File: config.mk
export PLATFORM = sky130hd
export DESIGN_NAME = board_io_adapter_flat
export DESIGN_NICKNAME = d
export VERILOG_FILES = /design/src/rtl/board_io_adapter_if.sv /design/src/rtl/board_io_adapter.sv /design/src/flat_wrapper.sv
export SDC_FILE = /design/constraint.sdc
export NUM_CORES = 1
export LEC_CHECK = 0
export ABC_AREA = 1
export ABC_CLOCK_PERIOD_IN_PS = 900
export BUFFER_PORTS_ARGS = -buffer_cell sky130_fd_sc_hd__buf_4
export CORE_ASPECT_RATIO = 0.8
export CORE_UTILIZATION = 44
export CTS_CLUSTER_SIZE = 10
export DETAILED_ROUTE_END_ITERATION = 16
export PLACE_DENSITY = 0.73
export SLEW_MARGIN = 20
export SYNTH_ARGS = -nofsm -noshare
export SYNTH_HDL_FRONTEND = slang
export SYNTH_SLANG_ARGS = --single-unit
File: constraint.sdc
create_clock -name clock -period 0.9 [get_ports clock]
set_clock_uncertainty 0.1 [all_clocks]
set_input_delay 0.09 -clock clock [delete_from_list [all_inputs] [get_ports clock]]
set_output_delay 0.09 -clock clock [all_outputs]
set_load 0.01 [all_outputs]
File: src/rtl/board_io_adapter_if.sv
// Bundles the board-side buttons and VGA pins with the design-side colour, sync and enable signals.
// The slave modport is the adapter's view; the master modport is the view of whatever drives it.
interface board_io_adapter_if #(
  parameter int NUM_BTN     = 4,
  parameter int COLOR_IN_W  = 2,
  parameter int COLOR_OUT_W = 4
);
  logic [NUM_BTN-1:0]     btn_raw;
  logic [NUM_BTN-1:0]     btn_level;
  logic [NUM_BTN-1:0]     btn_press;
  logic                   clk_en;
  logic [COLOR_IN_W-1:0]  red_in;
  logic [COLOR_IN_W-1:0]  green_in;
  logic [COLOR_IN_W-1:0]  blue_in;
  logic                   hsync_in;
  logic                   vsync_in;
  logic                   blank_in;
  logic [COLOR_OUT_W-1:0] vga_red;
  logic [COLOR_OUT_W-1:0] vga_green;
  logic [COLOR_OUT_W-1:0] vga_blue;
  logic                   hsync;
  logic                   vsync;

  modport slave (
    input  btn_raw, red_in, green_in, blue_in, hsync_in, vsync_in, blank_in,
    output btn_level, btn_press, clk_en, vga_red, vga_green, vga_blue, hsync, vsync
  );

  modport master (
    output btn_raw, red_in, green_in, blue_in, hsync_in, vsync_in, blank_in,
    input  btn_level, btn_press, clk_en, vga_red, vga_green, vga_blue, hsync, vsync
  );
endinterface

File: src/rtl/board_io_adapter.sv
// Board I/O adapter: debounces the push-buttons, generates a divided clock enable,
// and expands and registers the design's colour and sync signals for the VGA DAC.
module board_io_adapter #(
  parameter int NUM_BTN         = 4,
  parameter int DEBOUNCE_CYCLES = 4,
  parameter int CLK_DIV         = 2,
  parameter int COLOR_IN_W      = 2,
  parameter int COLOR_OUT_W     = 4
) (
  input  logic               clock,
  input  logic               reset,
  board_io_adapter_if.slave  io
);

  localparam int CNT_W = (DEBOUNCE_CYCLES > 1) ? $clog2(DEBOUNCE_CYCLES) : 1;
  localparam int DIV_W = (CLK_DIV > 1) ? $clog2(CLK_DIV) : 1;
  localparam int SHIFT = COLOR_OUT_W - COLOR_IN_W;
  localparam logic [CNT_W-1:0] CNT_LAST = CNT_W'(DEBOUNCE_CYCLES - 1);
  localparam logic [DIV_W-1:0] DIV_LAST = DIV_W'(CLK_DIV - 1);

  logic [NUM_BTN-1:0] btnSync1_q, btnSync2_q;
  logic [NUM_BTN-1:0] btnLevel_q, btnLevel_d;
  logic [NUM_BTN-1:0] btnPress_q, btnPress_d;
  logic [CNT_W-1:0]   dbCnt_q [NUM_BTN];
  logic [CNT_W-1:0]   dbCnt_d [NUM_BTN];

  logic [DIV_W-1:0]   divCnt_q, divCnt_d;
  logic               clkEn_q, clkEn_d;

  logic [COLOR_OUT_W-1:0] vgaRed_q, vgaRed_d;
  logic [COLOR_OUT_W-1:0] vgaGreen_q, vgaGreen_d;
  logic [COLOR_OUT_W-1:0] vgaBlue_q, vgaBlue_d;
  logic                   hsync_q, vsync_q;

  // Full-scale input stays full-scale so white remains white on the wider DAC.
  function automatic logic [COLOR_OUT_W-1:0] expandColour(input logic [COLOR_IN_W-1:0] v);
    if (&v) begin
      return '1;
    end
    return COLOR_OUT_W'(v) << SHIFT;
  endfunction

  always_comb begin
    btnLevel_d = btnLevel_q;
    for (int i = 0; i < NUM_BTN; i++) begin
      dbCnt_d[i] = '0;
      if (btnSync2_q[i] != btnLevel_q[i]) begin
        if (dbCnt_q[i] == CNT_LAST) begin
          btnLevel_d[i] = ~btnLevel_q[i];
        end else begin
          dbCnt_d[i] = dbCnt_q[i] + CNT_W'(1);
        end
      end
    end
    btnPress_d = btnLevel_d & ~btnLevel_q;
  end

  // clk_en is a registered copy of the terminal-count compare, so the first tick
  // after reset lands CLK_DIV edges in and reset itself never shows a tick.
  always_comb begin
    divCnt_d = (divCnt_q == DIV_LAST) ? '0 : divCnt_q + DIV_W'(1);
    clkEn_d  = (divCnt_q == DIV_LAST);
  end

  always_comb begin
    vgaRed_d   = '0;
    vgaGreen_d = '0;
    vgaBlue_d  = '0;
    if (!io.blank_in) begin
      vgaRed_d   = expandColour(io.red_in);
      vgaGreen_d = expandColour(io.green_in);
      vgaBlue_d  = expandColour(io.blue_in);
    end
  end

  always_ff @(posedge clock) begin
    if (reset) begin
      btnSync1_q <= '0;
      btnSync2_q <= '0;
      btnLevel_q <= '0;
      btnPress_q <= '0;
      for (int i = 0; i < NUM_BTN; i++) begin
        dbCnt_q[i] <= '0;
      end
      divCnt_q   <= '0;
      clkEn_q    <= 1'b0;
      vgaRed_q   <= '0;
      vgaGreen_q <= '0;
      vgaBlue_q  <= '0;
      hsync_q    <= 1'b0;
      vsync_q    <= 1'b0;
    end else begin
      btnSync1_q <= io.btn_raw;
      btnSync2_q <= btnSync1_q;
      btnLevel_q <= btnLevel_d;
      btnPress_q <= btnPress_d;
      for (int i = 0; i < NUM_BTN; i++) begin
        dbCnt_q[i] <= dbCnt_d[i];
      end
      divCnt_q   <= divCnt_d;
      clkEn_q    <= clkEn_d;
      vgaRed_q   <= vgaRed_d;
      vgaGreen_q <= vgaGreen_d;
      vgaBlue_q  <= vgaBlue_d;
      hsync_q    <= io.hsync_in;
      vsync_q    <= io.vsync_in;
    end
  end

  assign io.btn_level = btnLevel_q;
  assign io.btn_press = btnPress_q;
  assign io.clk_en    = clkEn_q;
  assign io.vga_red   = vgaRed_q;
  assign io.vga_green = vgaGreen_q;
  assign io.vga_blue  = vgaBlue_q;
  assign io.hsync     = hsync_q;
  assign io.vsync     = vsync_q;

endmodule

File: src/flat_wrapper.sv
// flat-port wrapper written by rule: the top's interface ports become plain ports
module board_io_adapter_flat 
#(
  parameter int NUM_BTN         = 4,
  parameter int DEBOUNCE_CYCLES = 4,
  parameter int CLK_DIV         = 2,
  parameter int COLOR_IN_W      = 2,
  parameter int COLOR_OUT_W     = 4
)
  (clock, reset, io_btn_raw, io_red_in, io_green_in, io_blue_in, io_hsync_in, io_vsync_in, io_blank_in, io_btn_level, io_btn_press, io_clk_en, io_vga_red, io_vga_green, io_vga_blue, io_hsync, io_vsync);
  board_io_adapter_if #(.NUM_BTN(NUM_BTN), .COLOR_IN_W(COLOR_IN_W), .COLOR_OUT_W(COLOR_OUT_W)) io_i ();
  input  logic clock;
  input  logic reset;
  input wire logic [$bits(io_i.btn_raw)-1:0] io_btn_raw;
  input wire logic [$bits(io_i.red_in)-1:0] io_red_in;
  input wire logic [$bits(io_i.green_in)-1:0] io_green_in;
  input wire logic [$bits(io_i.blue_in)-1:0] io_blue_in;
  input wire logic [$bits(io_i.hsync_in)-1:0] io_hsync_in;
  input wire logic [$bits(io_i.vsync_in)-1:0] io_vsync_in;
  input wire logic [$bits(io_i.blank_in)-1:0] io_blank_in;
  output wire logic [$bits(io_i.btn_level)-1:0] io_btn_level;
  output wire logic [$bits(io_i.btn_press)-1:0] io_btn_press;
  output wire logic [$bits(io_i.clk_en)-1:0] io_clk_en;
  output wire logic [$bits(io_i.vga_red)-1:0] io_vga_red;
  output wire logic [$bits(io_i.vga_green)-1:0] io_vga_green;
  output wire logic [$bits(io_i.vga_blue)-1:0] io_vga_blue;
  output wire logic [$bits(io_i.hsync)-1:0] io_hsync;
  output wire logic [$bits(io_i.vsync)-1:0] io_vsync;
  assign io_i.btn_raw = io_btn_raw;
  assign io_i.red_in = io_red_in;
  assign io_i.green_in = io_green_in;
  assign io_i.blue_in = io_blue_in;
  assign io_i.hsync_in = io_hsync_in;
  assign io_i.vsync_in = io_vsync_in;
  assign io_i.blank_in = io_blank_in;
  assign io_btn_level = io_i.btn_level;
  assign io_btn_press = io_i.btn_press;
  assign io_clk_en = io_i.clk_en;
  assign io_vga_red = io_i.vga_red;
  assign io_vga_green = io_i.vga_green;
  assign io_vga_blue = io_i.vga_blue;
  assign io_hsync = io_i.hsync;
  assign io_vsync = io_i.vsync;
  board_io_adapter #(.NUM_BTN(NUM_BTN), .DEBOUNCE_CYCLES(DEBOUNCE_CYCLES), .CLK_DIV(CLK_DIV), .COLOR_IN_W(COLOR_IN_W), .COLOR_OUT_W(COLOR_OUT_W)) u_core (.clock(clock), .reset(reset), .io(io_i));
endmodule
* Yosys cells after proc, flatten, opt, wreduce, memory -nomap -nowiden
Memory sizes are Yosys's and may differ from the RTL's.
Cells that the tools add are included.
** Storage, ports and cells
- Register bits :: 32
- Memory bits (writable) :: 8
- Input port bits :: 15
- Output and inout port bits :: 23
- Memories kept :: 1
** Memory list
- u_core.dbCnt_q :: words 4, bits a word 2, read ports 4, clocked after memory_dff 0, write ports 4, line board_io_adapter.sv:24 : logic [CNT_W-1:0] dbCnt_q [NUM_BTN];
** Cells by class
- Add/sub/neg operators :: 5
- Eq/ne operators :: 8
- Muxes and demuxes :: 35
- Bitwise logic cells :: 13
- Reductions and logical operators :: 8
** Operators with widths (number)
- $mux W2 :: 12
- $mux W4 :: 6
- $mux W1 :: 17
- $reduce_or A3 Y1 :: 3
- $add A2 B1 Y2 const B :: 4
- $eq A2 B2 Y1 const B :: 4
- $not A1 Y1 :: 7
- $reduce_and A2 Y1 :: 3
- $and A4 B4 Y4 :: 1
- $ne A1 B1 Y1 :: 4
- $not A4 Y4 :: 1
- $or A1 B1 Y1 :: 4
- $reduce_or A2 Y1 :: 2
- $add A1 B1 Y1 const B :: 1

* Depth between registers and ports, before layout
Gate-level depths: netlist of the first run.
- Word-level depth :: 5
- Depth in mapped cells :: 4
- Gate-level depth less buffers :: 4

* Least setup slack after synthesis of the first run
OpenSTA, ideal clock, no wires.
- Path kind :: reg2reg
- Start :: memory u_core.dbCnt_q[0][2] (netlist bit)
- End :: memory u_core.dbCnt_q[0][2] (netlist bit)
- Setup time :: 0.064 ns
- Arrival time :: 0.784 ns
- Data required time :: 0.736 ns
- Slack :: -0.047 ns
- Stages on the path, launching flop included :: 5
- Clock period less this slack :: 0.947 ns
- Cell sequence :: dfxtp_1 -> ha_1 -> nor2_4 -> nand3_2 -> nor2_1
** RTL lines (line)
- start: declaration :: board_io_adapter.sv:24

* Worst setup path after layout of the first run
- Start :: register u_core.btnLevel_q[0], in the netlist u_core.io.btn_level[0]
- End :: output port io_btn_level[0]
** RTL lines
- start: declaration :: line board_io_adapter.sv:22 : logic [NUM_BTN-1:0] btnLevel_q, btnLevel_d;
- start signal: assignment :: line board_io_adapter.sv:95 : btnLevel_q <= btnLevel_d;
- end: declaration :: line flat_wrapper.sv:21 : output wire logic [$bits(io_i.btn_level)-1:0] io_btn_level;
No word-level cell between the ends.

==> metrics, run 1 <==
Mapped Area=1270 µm²; CP Capture Type=output port; unique cell type count in the Yosys netlist=13; Synth Area per Inst=8.66 µm²; status=finished with violations; Worst path slowest cell=dfxtp_2; number of global-route vias before repair=1018; first-pass iteration count of the detailed router=2; routability cong.=0.628; Antenna Nets Post-Route=0; RSZ-0062 raised after global routing=true; crit share post-route=111%; Clk Latency, worst-skew pair=340 ps; Starting Density=46.4%; CP Buf/Inv Count=1; Avg Vias per Cell=4.34; largest cells by area after synthesis=dfxtp_1 58%, nor2_1 11%, inv_1 10%, ha_1 3.9%, nor2_4 2.7%; Sinks on Clock Net=37; met1 WL=1100 µm; setup ws final=-96.0 ps; met2 routed WL=1620 µm; Mapped Nets=166; critical setup path kind=flop to output port; Slew Viols, Final=0; register area share after synthesis=58.2%; HPWL after DPL=1610 µm; Fmax=1000 MHz; DRT iter0 DRCs=25; Ys Warns=0; Max Cap Viol=0; Arr. time, crit path=810 ps; final setup fails=33; core area=2740 µm²; nets=230; Peak VDD IR=0.830 mV; Req. time, crit path=710 ps; Placed Area=1580 µm²; CTS tree=done; Critical Path Start Type=flop; Cells after Synth=147; worst relative slew slack=86.2%; crit path max fanout=2; async set-reset flop share out of synthesis=0%; met3 WL=103 µm; Clock Path Buffers=2; Rows=17; Root Driver=clkbuf_4; Die Width=62.2 µm; CP peak stage delay=360 ps; Post-synth top flop=dfxtp_1; Slew @ Worst Pin=207 ps; top cell type's share of synthesized area=58.2%; first-pass GRT wire length=4440 µm; PD cells=1380 nW/µm²; area growth from synthesis to layout=60.5%; share of cells above drive strength 1=47.6%; Hold Path Class=primary input to flop; design area=2040 µm²; Top delay family on crit path=flip-flops; EDFF count, synth=0; WL/cell=11.6 µm; Vias=1086; min Tclk post-route=996 ps; Hold WS=-7.58 ps; Worst-path clk slew=100 ps; LEAKAGE=0.000956 µW; area leader, netlist=dfxtp_1; H-tree levels=2; Top Metal Used=met4; Die Ht=50.1 µm; endpoints failing hold=4; worst-path cell chain=buf_6; final setup TNS=-2120 ps; CTS Buf Count=5; die area=3120 µm²; Ports=38; number of diodes=0; most frequent cells after synthesis=39 x nor2_1, 37 x dfxtp_1, 35 x inv_1, 8 x nand2_1, 5 x nand3_1; Post-Route WL=2890 µm; Port Buffers=37; global route overflow=0; initial antenna violation count=0; Yosys reg bits=37; most common cell in the synthesized netlist=nor2_1; total track usage=19.5%; pin count of the biggest net entering global routing=13; failing checks=negative hold slack, negative setup slack; Post-route DRC=0; cts hold-fix bufs=16
-- metal layers --
| metal | global-route usage (%) | vias to the layer above |
|---|---|---|
| li1 | - | 556 |
| met1 | 18.2 | 500 |
| met2 | 37.9 | 21 |
| met3 | 6.48 | 9 |
| met4 | 10.5 | 0 |
| met5 | 0 | - |
-- cell type report --
class / instances / area (µm²)
well taps: 38 / 47.5
repair buffers: 62 / 604
clock buffers: 8 / 48.8
multi-input cells: 70 / 435
fillers: 185 / 699
flip-flops and latches: 37 / 774
inverters: 35 / 134
-- sequential cells by signal, indices dropped and copies added, names as in the netlist, 3 cells and up --
name	cells
u_core.dbCnt_q	8
u_core.btnSync1_q	4
u_core.btnSync2_q	4
u_core.io.btn_level	4
u_core.io.btn_press	4
u_core.io.vga_blue	3
u_core.io.vga_green	3
u_core.io.vga_red	3
-- worst paths after layout --
kind,from,end,slack (ps),cells after the start
setup / recovery,u_core.io.btn_level[0],io_btn_level[0],-100,1
setup reg to reg,u_core.dbCnt_q[0][4],u_core.dbCnt_q[0][5],-60,4
hold reg to reg,u_core.btnSync1_q[0],u_core.btnSync2_q[0],310,2
hold / removal,io_blank_in,u_core.io.vga_blue[3],-8,4
-- through the flow --
step / setup slack (ps) / util, % / total power (µW) / instances
after global routing: -135 / 74.5 / 2960 / 250
after floorplan: 1.91 / - / 1840 / 147
final: -96.0 / 74.5 / 2810 / 250
after global placement: -26.1 / 57.5 / 1930 / 219
after CTS: -96.2 / 72.1 / 2830 / 248
after detailed placement: -116 / 57.5 / 1940 / 219
-- worst min-delay path, cell delays in order --
cell     delay [ps]
buf_4            80
inv_1            30
nand2_2         150
nor2_1           50
-- cells by family (layout without fill, tap and decap cells) --
logic type / count (synthesis) / after routing / share of synthesized area [%]
simple gates: 62 / 62 / 22.5
buf+inv: 40 / 105 / 13.9
flops: 37 / 37 / 58.2
fa+ha+maj: 4 / 4 / 3.93
compound gates: 4 / 4 / 1.57
-- report_power, final --
part | switching, µW | internal, µW
sequential | 29.8 | 1680
combinational | 112 | 172
clock | 502 | 311
-- cells in the final DEF (no fill, tap or decap), drive strengths merged --
master	Yosys	final
nor2	42	42
nor3	3	3
dfxtp	37	37
inv	35	35
nand2	9	9
buf	5	46
clkbuf	0	8
nand3	8	8
ha	4	4
o21ai	4	4
dlygate4sd3	0	14
dlymetal6s4s	0	2
-- timing repair --
action                                 4_1_cts  5_1_grt
buffers inserted                             5        2
setup endpoints to repair                   38       38
endpoints found under the hold margin       18        3
pin swaps                                   15       13
resized for setup                           54       22
Power figures use the tool's default switching activity.
==> run 2: changes to the inputs <==
Settings changed: REMOVE_ABC_BUFFERS set to 1, SKIP_LAST_GASP set to 1.
==> run 2 against run 1 <==
The run still ends with negative hold slack, negative setup slack left; via count grew 3.0%; total power grew 0.93%; cell count is the same; sequential share of layout area shrank 0.15 points; design area is 0.73% higher; sequential power about the same; setup slack got worse by 14 ps; clock power is 1% higher; combinational power increased by 5%; first-iteration DRC count grew to 2.6 times the previous value; global-route usage is 2.7 points higher; critical path depth unchanged; critical path type unchanged; largest power group unchanged.
==> metrics, run 2 (synthesized netlist as in run 1, its figures left out) <==
worst-path cell chain=buf_6; setup ws final=-110 ps; final setup TNS=-2170 ps; Top reg by flops=u_core.dbCnt_q; HPWL after DPL=1830 µm; Starting Density=46.4%; area growth from synthesis to layout=61.7%; Arr. time, crit path=820 ps; worst r2r path cells=4; worst relative slew slack=85.6%; Die Ht=50.1 µm; crit path max fanout=2; total track usage=22.3%; H-tree levels=2; crit share post-route=112%; WHS Path Cells=3; Clock Path Buffers=2; CP Capture Type=output port; Post-Route WL=3100 µm; endpoints failing hold=10; Vias=1119; critical setup path kind=flop to output port; Sinks on Clock Net=37; Worst-path clk slew=100 ps; global route overflow=0; RSZ-0062 raised after global routing=true; Storage cell area=777 µm²; most frequent cells in the layout=34 x nor2_1, 29 x dfxtp_2, 28 x inv_1, 25 x buf_6, 21 x buf_4; initial antenna violation count=0; WL/cell=12.4 µm; LEAKAGE=0.000946 µW; Max Cap Viol=0; Worst path slowest cell=dfxtp_2; Ports=38; Slew Viols, Final=0; Final Util=75.1%; Hold Path Class=primary input to flop; DRT iter0 DRCs=64; Hold WS=-23.6 ps; CTS tree=done; first-pass GRT wire length=5040 µm; nets=230; number of diodes=0; Avg Vias per Cell=4.48; status=finished with violations; Rows=17; max FFs per register=8; Req. time, crit path=710 ps; final setup fails=36; Slew @ Worst Pin=216 ps; Peak VDD IR=1.21 mV; Port Buffers=37; number of global-route vias before repair=1188; share of cells above drive strength 1=51.9%; Fillers=183; commonest non-fill, non-tap cell in the layout=nor2_1; critical path depth=1; area of the multi-input gates=443 µm²; CTS Buf Count=5; min Tclk post-route=1010 ps; Critical Path Start Type=flop; Clk Latency, worst-skew pair=340 ps; Die Width=62.2 µm; routability cong.=0.646; Top delay family on crit path=flip-flops; failing checks=negative hold slack, negative setup slack; die area=3120 µm²; CP peak stage delay=370 ps; CP Buf/Inv Count=1; Post-route DRC=0; first-pass iteration count of the detailed router=4; core area=2740 µm²; Antenna Nets Post-Route=0; PD cells=1380 nW/µm²; Root Driver=clkbuf_4; pin count of the biggest net entering global routing=11; Fmax=990 MHz
## run 2: changes by cell type in the layout (fill, tap and decap cells not counted), sizes merged
cell          before  now
dlymetal6s4s       2    0
dlygate4sd3       14   15
buf               46   47
## run 2: worst paths after layout
kind	startpoint	end	slack [ps]
worst min register to register	u_core.btnSync1_q[0]	u_core.btnSync2_q[0]	300
worst max register to register	u_core.dbCnt_q[0][6]	u_core.dbCnt_q[0][6]	-90
worst min-delay path	reset	u_core.btnSync1_q[1]	-20
worst max-delay path	u_core.io.vga_red[0]	io_vga_red[0]	-110
## run 2: tightest hold or removal path, delay by kind of cell
family | cells | cell delay (ps)
buf+inv | 2 | 240
simple gates | 1 | 50
## run 2: layout make-up
type	count	share of cell area [%]
well taps	38	2.31
inverters	35	6.50
multi-input cells	70	21.5
repair buffers	62	29.6
flip-flops and latches	37	37.7
clock buffers	8	2.37
## run 2: metrics by stage
step                total power (µW)  cells  setup slack, ps  hold WS [ps]  cell area (µm²)
floorplan                       1810    142            -47.5          56.7             1230
global placement                1940    220            -79.8           189             1590
detailed placement              1950    220             -137           198             1590
CTS                             2820    246             -103          -148             1970
global route                    2980    250             -143         -30.3             2060
finish                          2840    250             -110         -23.6             2060
## run 2: timing repair
item	4_1_cts	5_1_grt
resized for setup	61	24
pin swaps	16	13
hold buffers	12	3
hold endpoints to repair	21	5
endpoints found under the setup margin	38	37
setup buffers	6	1
cloned	0	0
## run 2: where the power goes
part,switching (µW),leakage (µW),internal (µW),total (µW)
Combinational,119,0.000604,178,297
Clock,510,0.0000265,311,821
Sequential,31.2,0.000315,1690,1720
## run 2: routing by layer
| metal | track usage [%] | vias to the layer above | share of wire [%] |
|---|---|---|---|
| li1 | - | 557 | - |
| met1 | 21.9 | 510 | 38 |
| met2 | 40.3 | 35 | 53 |
| met3 | 5.79 | 17 | 4.1 |
| met4 | 17.8 | 0 | 4.5 |
| met5 | 0 | - | 0 |
==> run 3: changes to the inputs <==
Settings changed: CAP_MARGIN set to 5, GPL_TIMING_DRIVEN set to 0.
==> run 3 against run 2 <==
The run ends with negative setup slack left; non-clock buffer count down 7; cell count is 2.8% lower; worst hold slack gained 25 ps; total power rose by 11%; largest cell class unchanged; highest routed layer unchanged.
==> metrics, run 3 (synthesized netlist as in run 1, its figures left out) <==
H-tree levels=2; final setup fails=35; CTS Buf Count=5; Most Used Layer, Global Route=met2; number of diodes=0; Hold Path Class=primary input to flop; RSZ-0062 raised after global routing=true; Ports=38; Die Width=62.2 µm; crit path max fanout=2; Avg Vias per Cell=4.30; failing checks=negative setup slack; share of cells above drive strength 1=52.7%; Rows=17; Antenna Nets Post-Route=0; initial antenna violation count=0; area growth from synthesis to layout=58.6%; Worst path slowest cell=dfxtp_2; Top reg by flops=u_core.dbCnt_q; number of global-route vias before repair=1140; max FFs per register=8; worst relative slew slack=80.3%; cts hold-fix bufs=12; Clock Path Buffers=2; Req. time, crit path=710 ps; crit share post-route=112%; pin count of the biggest net entering global routing=22; core area=2740 µm²; Post-route DRC=0; HPWL after DPL=1670 µm; Vias=1046; worst r2r path cells=4; Peak VDD IR=1.03 mV; global route overflow=0; Die Ht=50.1 µm; Top delay family on crit path=flip-flops; CP Capture Type=output port; met1 usage=16.3%; Worst-path clk slew=110 ps; Setup crit start=u_core.io.vga_green[0]; endpoints failing hold=0; nets=223; met2 GRT Util=37.7%; first-pass GRT wire length=4420 µm; CP peak stage delay=370 ps; critical setup path kind=flop to output port; WL/cell=10.9 µm; CP Buf/Inv Count=1; design area=2020 µm²; LEAKAGE=0.000923 µW; Hold WS=1.53 ps; Clk Latency, worst-skew pair=330 ps; R2R Path Start=u_core.dbCnt_q[0][4]; GR Util met3=8.33%; Placed Area=1550 µm²; Slew Viols, Final=0; routability cong.=0.642; Max Cap Viol=0; Sinks on Clock Net=37; min Tclk post-route=1000 ps; Hold Path Sink=u_core.io.btn_press[0]; Port Buffers=37; first-pass iteration count of the detailed router=4; PD cells=1560 nW/µm²; Critical Path Start Type=flop; die area=3120 µm²; worst-path cell chain=buf_6; Root Driver=clkbuf_4; total track usage=19.2%; CTS tree=done; RR Endpoint=u_core.dbCnt_q[0][5]; status=finished with violations; Slew @ Worst Pin=295 ps; setup ws final=-105 ps; Fmax=995 MHz; DRT iter0 DRCs=38; Arr. time, crit path=810 ps; commonest non-fill, non-tap cell in the layout=nor2_1; Hold Crit Start=reset; Starting Density=46.4%; Post-Route WL=2660 µm; most frequent cells in the layout=31 x nor2_1, 29 x inv_1, 27 x dfxtp_2, 22 x buf_4, 21 x buf_6; flop2flop setup slack=-70 ps; WHS Path Cells=2
[run 3: final cells by class]
cell class / instances / area, µm²
flip-flops and latches: 37 / 778
repair buffers: 55 / 522
clock inverters: 1 / 30.0
inverters: 35 / 134
fillers: 175 / 723
multi-input cells: 70 / 454
well taps: 38 / 47.5
clock buffers: 7 / 55.1
[run 3: worst max path at each step]
| stage | to | slack (ps) | depth (start not counted) |
|---|---|---|---|
| 5_1_grt | io_vga_green[1] | -150 | 1 |
| 3_5_place_dp | u_core.io.btn_level[0] | -140 | 4 |
| 6_report | io_vga_green[1] | -100 | 1 |
| 3_3_place_gp | u_core.io.btn_level[2] | -80 | 3 |
| 2_1_floorplan | u_core.dbCnt_q[0][2] | -50 | 4 |
| 4_1_cts | io_btn_level[0] | -110 | 1 |
[run 3: power breakdown]
group          switching, µW  internal [µW]  leakage [µW]
sequential              29.3           1690      0.000315
clock                    508            663     0.0000455
combinational            110            154      0.000562
[run 3: per-stage QoR]
step                      TNS [ps]  worst slack (ps)  utilization, %  total power (µW)  std cells
after floorplan               -442             -47.5               -              1810        142
after global placement       -1410             -79.8            56.6              1920        217
after detailed placement     -2400              -142            56.6              1930        217
after CTS                    -2260              -106            70.7              3180        242
after global routing         -3830              -147            73.6              3320        243
final                        -2080              -105            73.6              3150        243
[run 3: what timing repair did]
action | in CTS | in global routing
hold endpoints to repair | 19 | 4
endpoints found under the setup margin | 39 | 38
resized for setup | 48 | 35
setup buffers | 5 | 1
pin swaps | 15 | 18
[run 3: routing by layer]
metal,up-vias,share of wire [%]
li1,538,-
met1,478,36
met4,0,2.4
met2,22,57
met3,8,4.6
met5,-,0
